**config.mk**
```make
export PLATFORM = sky130hd
export DESIGN_NAME = onehot_index_encoder
export DESIGN_NICKNAME = d
export VERILOG_FILES = /design/src/rtl/tsp16_pkg.sv /design/src/rtl/onehot_rr_pick.sv /design/src/rtl/onehot_index_encoder.sv
export SDC_FILE = /design/constraint.sdc
export NUM_CORES = 1
export LEC_CHECK = 0
export CAP_MARGIN = 5
export CORE_UTILIZATION = 28
export DETAILED_ROUTE_END_ITERATION = 16
export GPL_ROUTABILITY_DRIVEN = 1
export GPL_TIMING_DRIVEN = 0
export PLACE_DENSITY_LB_ADDON = 0.2
export SYNTH_ARGS = -nofsm -noshare
export SYNTH_HDL_FRONTEND = slang
export SYNTH_SLANG_ARGS = --single-unit
```
**constraint.sdc**
```tcl
create_clock -name clk -period 1.9 [get_ports clk]
set_clock_uncertainty 0.1 [all_clocks]
set_input_delay 0.38 -clock clk [delete_from_list [all_inputs] [get_ports clk]]
set_output_delay 0.38 -clock clk [all_outputs]
set_load 0.1 [all_outputs]
```
**src/rtl/tsp16_pkg.sv**
```systemverilog
// Shared TSP16 request-bus types used by the one-hot index encoder and its picker.
package tsp16_pkg;

  localparam int unsigned REQ_N     = 8;
  localparam int unsigned REQ_IDX_W = $clog2(REQ_N);

  typedef logic [$clog2(REQ_N)-1:0] req_idx_t;
  typedef logic [REQ_N-1:0]         req_vec_t;

  // Output stage occupancy: EMPTY means no index presented, FULL means idx is valid.
  typedef enum logic {
    OUT_EMPTY = 1'b0,
    OUT_FULL  = 1'b1
  } out_state_e;

endpackage : tsp16_pkg

```
**src/rtl/onehot_rr_pick.sv**
```systemverilog
// Combinational picker: first set pending bit searching upward from last+1 with wrap-around.
module onehot_rr_pick
  import tsp16_pkg::*;
#(
  parameter  int unsigned N     = REQ_N,
  localparam int unsigned IDX_W = $clog2(N)
) (
  input  logic [N-1:0]     pending,
  input  logic [IDX_W-1:0] last,
  output logic [IDX_W-1:0] pick,
  output logic [N-1:0]     pick_oh,
  output logic             any
);

  always_comb begin
    logic [IDX_W-1:0] pos;
    pos     = '0;
    pick    = '0;
    pick_oh = '0;
    any     = 1'b0;
    // N is a power of two, so IDX_W-bit wrap-around gives the modulo for free.
    for (int unsigned i = 0; i < N; i++) begin
      pos = IDX_W'(last + IDX_W'(1) + IDX_W'(i));
      if (!any && pending[pos]) begin
        any  = 1'b1;
        pick = pos;
      end
    end
    pick_oh[pick] = any;
  end

endmodule : onehot_rr_pick

```
**src/rtl/onehot_index_encoder.sv**
```systemverilog
// Sticky multi-hot request collector that hands out one binary index per valid/ready transfer.
// Define ONEHOT_ROUND_ROBIN_EN for rotating priority; otherwise the lowest pending bit wins.
module onehot_index_encoder
  import tsp16_pkg::*;
#(
  parameter  int unsigned N     = REQ_N,
  localparam int unsigned IDX_W = $clog2(N)
) (
  input  logic             clk,
  input  logic             rst_n,
  input  logic [N-1:0]     req,
  input  logic             flush,
  output logic [IDX_W-1:0] idx,
  output logic             idx_valid,
  input  logic             idx_ready,
  output logic [N-1:0]     pending
);

  out_state_e       state_q, state_d;
  logic [N-1:0]     pending_q, pending_d;
  logic [IDX_W-1:0] idx_q, idx_d;
  logic [IDX_W-1:0] pick_base;
  logic [IDX_W-1:0] pick;
  logic [N-1:0]     pick_oh;
  logic             pick_any;
  logic             load;

`ifdef ONEHOT_ROUND_ROBIN_EN
  logic [IDX_W-1:0] last_q, last_d;

  always_ff @(posedge clk or negedge rst_n) begin
    if (!rst_n) begin
      last_q <= IDX_W'(N - 1);
    end else begin
      last_q <= last_d;
    end
  end

  assign pick_base = last_q;
`else
  // Fixed priority: a constant base of N-1 makes the search start at bit 0.
  assign pick_base = IDX_W'(N - 1);
`endif

  onehot_rr_pick #(
    .N (N)
  ) u_pick (
    .pending (pending_q),
    .last    (pick_base),
    .pick    (pick),
    .pick_oh (pick_oh),
    .any     (pick_any)
  );

  always_ff @(posedge clk or negedge rst_n) begin
    if (!rst_n) begin
      state_q   <= OUT_EMPTY;
      pending_q <= '0;
      idx_q     <= '0;
    end else begin
      state_q   <= state_d;
      pending_q <= pending_d;
      idx_q     <= idx_d;
    end
  end

  // Next-state: flush dominates; otherwise load whenever the output slot is free or draining.
  always_comb begin
    state_d   = state_q;
    pending_d = pending_q;
    idx_d     = idx_q;
    load      = 1'b0;
`ifdef ONEHOT_ROUND_ROBIN_EN
    last_d    = last_q;
`endif
    if (flush) begin
      state_d   = OUT_EMPTY;
      pending_d = '0;
    end else begin
      load      = ((state_q == OUT_EMPTY) || idx_ready) && pick_any;
      pending_d = (pending_q & ~(load ? pick_oh : '0)) | req;
      case (state_q)
        OUT_EMPTY: if (pick_any) state_d = OUT_FULL;
        OUT_FULL:  if (idx_ready) state_d = pick_any ? OUT_FULL : OUT_EMPTY;
        default:   state_d = OUT_EMPTY;
      endcase
      if (load) begin
        idx_d  = pick;
`ifdef ONEHOT_ROUND_ROBIN_EN
        last_d = pick;
`endif
      end
    end
  end

  assign idx       = idx_q;
  assign idx_valid = (state_q == OUT_FULL);
  assign pending   = pending_q;

endmodule : onehot_index_encoder

```
==> qor.yml, run 1 <==
outcome: "completed"
layout_commonest_cell: "nor2_1"
wl_met3_um: 95
dp_slack_ns: -0.206
viasPerCell: 4.85
clockBufferDepth: 2
cts_sinks: 12
maxCapViolations: 0
drt-met1-wl_um: 692
clk-insertion-delay-late_ns: 0.26
switchingPower_mw: 0.388
num_vias: 567
p_total_mw: 0.884
placed_area_um2: 868
seqPwrFrac_pct: 35.8
synth_fp_nets: 75
hold_viol_final: 0
ant_nets: 0
max_freq_mhz: 552
cp_data_arrival_time_ns: 1.33
timing.final.crit_period_ns: 1.81
cts_tree: "yes"
dr.pass1.iters: 3
ctsResizeCount: 36
final_net_count: 103
p_int_mw: 0.497
grt_pass1_wl_um: 2220
critPathKind: "register to primary output"
endpoint_kind: "primary output"
synth.avg_cell_area_um2: 9.49
cpPeakStageDelay_ns: 0.59
p_per_area_nw_per_um2: 962
place_hpwl_um: 1070
synthFlopType: "dfrtp_1"
crit_buf_inv: 1
die_x_um: 48.2
start_util_pct: 30.2
synth_top_area_share_pct: 50.2
holdWs_ns: 0.355
worst_slack_ns: 0.0887
fp-row-count: 16
hp-class: "input port to async pin"
path_max_fanout: 6
relSlewSlack_pct: 63.7
path_cells: "clkdlybuf4s15_2"
diodes: 0
syn_inst: 63
synth_edf_count: 0
synth_top_area_cell: "dfrtp_1"
cts_buffers: 3
stdcell_area_um2: 920
peakVddDrop_uv: 409
p_leak_nw: 0.361
track_usage_pct: 14.0
startpoint_type: "register"
synth.ff_latch_count: 12
portBuffers: 23
clkPwrFrac_pct: 22.4
synth_warnings: 0
fin_util_pct: 46.4
worst_pin_slew_ns: 0.547
setup_viol: 0
netlist_top_cells_area: "dfrtp_1 (50%), nor2_1 (13%), a211oi_1 (6.3%)"
synthArstFlopShare_pct: 100
rsz0062_at_grt: "false"
swShare_pct: 43.8
ios: 24
cts_setup_buffers: 0
drive_gt1_share_pct: 27.8
overflow: 0
wl_um: 1420
drc: 0
ys_types: 20
p_comb_share_pct: 41.8
crit_family: "buffers and inverters"
slew_viol_final: 0
antenna_found_initial: 0
cpMaxStageDelayCell: "clkdlybuf4s15_2"
gp_congestion: 0.721
path_clk_slew_ns: 0.07
grt_pass1_vias: 513
h-tree-depth: 1
area_growth_pct: 53.8
synth_area_um2: 598
dr_wl_met2_um: 632
required_ns: 1.42
die_h_um: 48.2
drtIter0Drc: 9
hold_buffers: 0
routed.top_layer: "met3"
grt_max_degree: 13
coreArea_um2: 1980
ys_seq_area_share_pct: 50.2
final.period_utilization_pct: 95.3
root_buffer: "clkbuf_4"
final_cell_mix: "nor2_1 (20), clkdlybuf4s15_2 (12), clkdlybuf4s50_1 (11), dfrtp_1 (7)"
wire_per_inst_um: 12.1
die-area_um2: 2320
-- path summary, 6_finish.rpt --
path                       cells past startpoint    endpoint        from  slack (ns)
max                                            1  pending[6]  pending[6]        0.09
min                                            1      idx[0]       rst_n        0.36
max reg2reg                                    4  pending[3]  pending[2]        0.14
min reg2reg                                    2      idx[0]      idx[0]        0.44
max in group asynchronous                      1  pending[2]       rst_n        0.97
min in group clk                               2      idx[0]      idx[0]        0.44
-- through the flow --
| step | setup TNS (ns) | std cells |
|---|---|---|
| after floorplan | 0 | 63 |
| after global placement | -1.37 | 113 |
| after detailed placement | -1.40 | 113 |
| after CTS | 0 | 117 |
| after global routing | 0 | 117 |
| final | 0 | 117 |
-- flip-flops by register name, summed over array words and instances, names as in the netlist --
| register | count |
|---|---|
| idx | 3 |
| pending | 8 |
| idx_valid | 1 |
-- Yosys cell counts (2+ instances only) --
library cell and n:
a211oi_1 5, dfrtp_1 12, nand2b_1 3, nor2_1 20, a21oi_1 5, nor3_1 2
nor4_1 2, nand2_1 2
-- cell type report --
class                           instances  area [um2]
Fill cell                             194        1060
Sequential cell                        12         307
Multi-Input combinational cell         49         290
Timing Repair Buffer                   23         245
Clock buffer                            4        36.3
Tap cell                               27        33.8
Buffer                                  1        3.75
Inverter                                1        3.75
-- routing by layer --
layer  global-route usage (%)  up-vias
met5                        0        -
met4                     5.00        0
met3                     3.33        0
met2                     22.9       19
met1                     17.8      266
li1                         -      282
-- power by group through the flow --
| stage | clock, mW | combinational, mW | sequential (mW) |
|---|---|---|---|
| finish | 0.198 | 0.370 | 0.317 |
| global route | 0.215 | 0.392 | 0.322 |
| CTS | 0.202 | 0.371 | 0.317 |
| detailed placement | 0 | 0.378 | 0.322 |
| global placement | 0 | 0.378 | 0.321 |
| floorplan | 0 | 0.0764 | 0.517 |
-- kinds of logic (layout without fill, tap and decap cells) --
kind of cell,Yosys count,in the layout,synth area share (%)
AOI/OAI and AO/OA,15,15,18.4
buffers and inverters,2,29,1.25
DFF,12,12,50.2
and+or+nand+nor,34,34,30.1
(Power assumes the default switching activity.)
==> run 2: changes to the inputs <==
==> constraint.sdc (replaced) <==
create_clock -name clk -period 1.55 [get_ports clk]
set_clock_uncertainty 0.1 [all_clocks]
set_input_delay 0.31 -clock clk [delete_from_list [all_inputs] [get_ports clk]]
set_output_delay 0.31 -clock clk [all_outputs]
set_load 0.1 [all_outputs]
==> run 2 against run 1 <==
Sequential share of layout area increased by 1.2 points. Non-clock buffer count increased by 6. Sequential power increased by 24%. Hold slack got worse by 0.065 ns. Die area unchanged. Critical path depth increased by 3. Critical path type is now register to register. Clock-buffer cell count unchanged. Flip-flop and latch count unchanged. Routed wire length increased by 2.3%. Cell area increased by 2.7%. Cell count increased by 5.1%. The flow now finishes with violations (negative setup slack).
==> qor.yml, run 2 (same netlist as run 1, synthesis figures left out) <==
dp_slack_ns: -0.460  # -0.255 ns
clk-insertion-delay-late_ns: 0.26  # about the same
final_net_count: 109  # +5.8%
start_util_pct: 30.2  # unchanged
drtIter0Drc: 7  # -2
setup_viol: 8  # +8
clockBufferDepth: 2  # unchanged
coreArea_um2: 1980  # unchanged
drc: 0  # unchanged
grt_max_degree: 13  # unchanged
overflow: 0  # unchanged
die-area_um2: 2320  # unchanged
worstReg2RegEnd: "pending[5]"
grt_pass1_wl_um: 2100  # -5.3%
worst_pin_slew_ns: 0.533  # -0.0140 ns
p_leak_nw: 0.394  # +9.3%
die_x_um: 48.2  # unchanged
relSlewSlack_pct: 64.3  # +0.65 points
path_cells: "or4_4 > nor4_4 > a21o_1 > a211oi_1"
fp-row-count: 16  # unchanged
drive_gt1_share_pct: 38.5  # +11 points
gp_congestion: 0.760  # +5.4%
wl_um: 1450  # +2.3%
num_vias: 601  # +6.0%
diodes: 0  # unchanged
hp-class: "input port to async pin"
layout_commonest_cell: "nor2_1"
final.period_utilization_pct: 115
use_met2_pct: 19.5  # -3.5 points
place_hpwl_um: 1110  # +3.7%
track_usage_pct: 13.7  # -0.30 points
r2r-start: "pending[3]"
endpoint_kind: "register"
fin_util_pct: 47.7  # +1.3 points
peakVddDrop_uv: 592  # +45%
viasPerCell: 4.89  # +0.83%
max_freq_mhz: 561
ff2ff_setup_slack_ns: -0.23  # -0.37 ns
crit_family: "simple AND/OR/NAND/NOR gates"
antenna_found_initial: 0  # unchanged
cts_tree: "yes"
cts_sinks: 12  # unchanged
root_buffer: "clkbuf_4"
final_cell_mix: "nor2_1 (19), clkdlybuf4s50_1 (11), buf_4 (11), dfrtp_4 (6)"
violations: "negative setup slack"
wire_per_inst_um: 11.8  # -2.7%
startpoint_type: "register"
hold_buffers: 0  # unchanged
h-tree-depth: 1  # unchanged
cpPeakStageDelay_ns: 0.54  # -0.05 ns
slew_viol_final: 0  # unchanged
timing.final.crit_period_ns: 1.78
grt_pass1_vias: 468  # -8.8%
cts_buffers: 3  # unchanged
portBuffers: 23  # unchanged
largest_reg_flops: 8  # unchanged
ant_nets: 0  # unchanged
use_met3_pct: 2.22  # -1.1 points
area_growth_pct: 57.9
critPathKind: "register to register"
reg2reg_depth: 4  # unchanged
outcome: "finished, violations left"
crit_buf_inv: 0  # -1
worst_slack_ns: -0.231  # -0.320 ns
maxCapViolations: 0  # unchanged
tns_ns: -1.27  # -1.27 ns
p_total_mw: 1.10  # +25%
grt-busiest-layer: "met2"
cpMaxStageDelayCell: "or4_4"
grt_use_met1_pct: 19.2  # +1.4 points
rsz0062_at_grt: "true"
die_h_um: 48.2  # unchanged
path_max_fanout: 4  # -2
path_clk_slew_ns: 0.08  # about the same
dr.pass1.iters: 4  # +1
hold_viol_final: 0  # unchanged
cp_data_arrival_time_ns: 1.81  # +0.48 ns
p_per_area_nw_per_um2: 1170  # +21%
ios: 24  # unchanged
required_ns: 1.58  # +0.16 ns
==> run 2: changes by cell type in the layout (fill, tap and decap cells not counted), sizes merged <==
cell           before  now
buf                 0   18
clkdlybuf4s15      12    0
==> run 2: worst register-to-register path, stage by stage, from the launching register on <==
cell and delay (ns):
dfrtp_4 0.50, or4_4 0.54, nor4_4 0.19, a21o_1 0.22, a211oi_1 0.09
==> run 2: cell type report <==
class,instances,area [um2]
Fill cell,189,1040
Sequential cell,12,327
Multi-Input combinational cell,49,300
Timing Repair Buffer,29,240
Clock buffer,4,36.3
Tap cell,27,33.8
Buffer,1,3.75
Inverter,1,3.75
==> run 2: where the power goes <==
part / internal [mW] / total (mW) / switching, mW
sequential: 0.355 / 0.392 / 0.0373
clock: 0.142 / 0.244 / 0.101
combinational: 0.125 / 0.467 / 0.342
total: 0.623 / 1.10 / 0.481
==> run 2: repair_timing <==
action	CTS	global route
setup buffers	5	1
endpoints found under the setup margin	20	8
resized for setup	70	0
endpoints found under the hold margin	0	0
pin swaps	1	0
==> run 2: through the flow <==
| stage | hold slack (ns) | area (um2) | instances |
|---|---|---|---|
| 2_1_floorplan | -0.0856 | 632 | 63 |
| 3_3_place_gp | 0.415 | 896 | 113 |
| 3_5_place_dp | 0.426 | 896 | 113 |
| 4_1_cts | 0.304 | 937 | 122 |
| 5_1_grt | 0.323 | 945 | 123 |
| 6_report | 0.290 | 945 | 123 |
==> run 2: how the worst max path moves through the flow <==
stage / from / end / slack [ns] / cells after the start
5_1_grt: pending[3] / pending[1] / -0.31 / 4
6_report: pending[3] / pending[5] / -0.23 / 4
3_5_place_dp: pending[5] / pending[5] / -0.46 / 1
3_3_place_gp: pending[5] / pending[5] / -0.46 / 1
2_1_floorplan: pending[0] / pending[1] / -0.31 / 4
4_1_cts: pending[3] / pending[5] / -0.23 / 4
==> run 2: layer usage <==
metal,routed length [um],share of wire (%)
met1,687,47
met2,656,45
met3,87,6.0
met4,22,1.5
met5,0,0
==> run 3: changes to the inputs <==
==> constraint.sdc (replaced) <==
create_clock -name clk -period 1.5 [get_ports clk]
set_clock_uncertainty 0.1 [all_clocks]
set_input_delay 0.3 -clock clk [delete_from_list [all_inputs] [get_ports clk]]
set_output_delay 0.3 -clock clk [all_outputs]
set_load 0.1 [all_outputs]
==> run 3 against run 2 <==
The run still ends with negative setup slack left. Highest routed layer unchanged. Largest cell class unchanged. Worst setup slack worse by 0.042 ns. Clock-buffer cell count unchanged. Hold slack worse by 0.019 ns. Sequential power up 4%. Register-to-register slack worse by 0.04 ns. Routed wire length up 0.21%. Sequential share of layout area down 0.41 points. Die area unchanged. Flip-flop and latch count unchanged. Global-route usage up 0.39 points.
==> qor.yml, run 3 (same netlist as run 1, synthesis figures left out) <==
layoutNonFillerInstCount: 121  # -1.6%
start_util_pct: 30.2  # unchanged
cts_sinks: 12  # unchanged
slew_viol_final: 0  # unchanged
grt_pass1_vias: 457  # -2.4%
drtIter0Drc: 5  # -2
critPathKind: "register to register"
timing.final.crit_period_ns: 1.77  # -0.00787 ns
die_h_um: 48.2  # unchanged
fin_util_pct: 48.2  # +0.57 points
worst_slack_ns: -0.274  # -0.0421 ns
endpoint_kind: "register"
gp_congestion: 0.748  # -1.5%
root_buffer: "clkbuf_4"
outcome: "finished, violations left"
clockBufferDepth: 2  # unchanged
multi_input_area_um2: 309  # +2.9%
ios: 24  # unchanged
ant_nets: 0  # unchanged
required_ns: 1.56  # -0.02 ns
relSlewSlack_pct: 64.7  # +0.38 points
num_vias: 591  # -1.7%
rsz0062_at_grt: "true"
final_cell_mix: "nor2_1 (19), clkdlybuf4s50_1 (11), buf_4 (9), dfrtp_4 (6), a211oi_1 (5)"
swShare_pct: 45.4  # +1.9 points
placed_area_um2: 896  # unchanged
clkPwrFrac_pct: 19.1  # -3.0 points
drc: 0  # unchanged
antenna_found_initial: 0  # unchanged
wl_um: 1460  # +0.21%
die-area_um2: 2320  # unchanged
p_leak_nw: 0.391  # -0.92%
violations: "negative setup slack"
track_usage_pct: 14.1  # +0.39 points
area_growth_pct: 59.8
stdcell_area_um2: 956  # +1.2%
startpoint_type: "register"
worst_pin_slew_ns: 0.528  # -0.00567 ns
p_int_mw: 0.609  # -2.1%
diodes: 0  # unchanged
hp-class: "input port to async pin"
cts_buffers: 3  # unchanged
hold_viol_final: 0  # unchanged
maxCapViolations: 0  # unchanged
layout.area.seq_um2: 327  # unchanged
dpl.cell_count: 113  # unchanged
place_hpwl_um: 1080  # -3.4%
overflow: 0  # unchanged
hold_buffers: 0  # unchanged
reg2reg_depth: 4  # unchanged
layout_commonest_cell: "nor2_1"
seqPwrFrac_pct: 36.4  # +0.8 points
cts_tree: "yes"
p_per_area_nw_per_um2: 1170  # about the same
dp_slack_ns: -0.503  # -0.0423 ns
portBuffers: 23  # unchanged
switchingPower_mw: 0.508  # +5.6%
fp-row-count: 16  # unchanged
path_max_fanout: 5  # +1
grt_max_degree: 13  # unchanged
clk-insertion-delay-late_ns: 0.27  # about the same
max_freq_mhz: 564  # +0.44%
path_clk_slew_ns: 0.08  # about the same
wire_per_inst_um: 12.0  # +1.9%
crit_start: "pending[3]"
final.fill_count: 197  # +4.2%
largest_reg_flops: 8  # unchanged
dr.pass1.iters: 4  # unchanged
die_x_um: 48.2  # unchanged
r2r-start: "pending[3]"
coreArea_um2: 1980  # unchanged
final_net_count: 107  # -1.8%
final.period_utilization_pct: 118  # +3.3 points
h-tree-depth: 1  # unchanged
viasPerCell: 4.88  # about the same
cp_data_arrival_time_ns: 1.83  # +0.02 ns
grt_pass1_wl_um: 2170  # +2.9%
p_comb_share_pct: 44.4  # +2.1 points
peakVddDrop_uv: 488  # -18%
drive_gt1_share_pct: 38.3  # -0.24 points
setup_viol: 8  # unchanged
-- run 3: changes by cell type in the layout (fill, tap and decap cells not counted) --
cell      before  now
buf_12         0    2
buf_2          5    3
buf_4         11    9
a21oi_1        5    4
a21oi_2        0    1
buf_6          2    1
clkbuf_2       0    1
clkbuf_4       3    4
clkbuf_8       1    0
nor2_2         1    0
nor2_4         0    1
-- run 3: power by group through the flow --
stage / registers [mW] / logic (mW) / clock network [mW]
6_report: 0.407 / 0.496 / 0.214
5_1_grt: 0.412 / 0.525 / 0.230
4_1_cts: 0.408 / 0.482 / 0.216
3_5_place_dp: 0.417 / 0.482 / 0
3_3_place_gp: 0.416 / 0.480 / 0
2_1_floorplan: 0.666 / 0.0985 / 0
-- run 3: timing repair --
action,4_1_cts,5_1_grt
buffers inserted,3,1
pin swaps,2,0
gates resized for setup,73,8
setup endpoints to repair,20,12
-- run 3: critical path, stage by stage, from the launching register on --
cell and delay, ns:
dfrtp_4 0.51, or4_4 0.55, nor4_4 0.19, a21o_1 0.22
a211oi_1 0.09
-- run 3: final timing paths --
kind                            slack, ns         end
worst max-delay path                -0.27  pending[1]
worst min-delay path                 0.27  pending[0]
worst max register to register      -0.27  pending[1]
worst min register to register       0.42      idx[0]
max in group asynchronous            0.64  pending[2]
min in group clk                     0.42      idx[0]
-- run 3: cell type report --
class	count	area share, %
flip-flops and latches	12	34.2
clock buffers	4	2.75
well taps	27	3.53
repair buffers	27	26.3
multi-input cells	49	32.3
plain buffers	1	0.524
inverters	1	0.393
-- run 3: stage by stage --
| step | power (mW) | hold WS, ns | TNS [ns] |
|---|---|---|---|
| floorplan | 0.764 | -0.0956 | -1.82 |
| global placement | 0.896 | 0.427 | -7.03 |
| detailed placement | 0.899 | 0.422 | -7.22 |
| CTS | 1.11 | 0.294 | -1.68 |
| global route | 1.17 | 0.315 | -2.30 |
| finish | 1.12 | 0.271 | -1.48 |
-- run 3: per-layer routing --
metal | wire (um) | GRT usage [%] | share of wire, %
met1 | 694 | 19.3 | 48
met3 | 76 | 2.22 | 5.2
met5 | 0 | 0 | 0
met2 | 649 | 20.0 | 45
met4 | 37 | 10.0 | 2.5
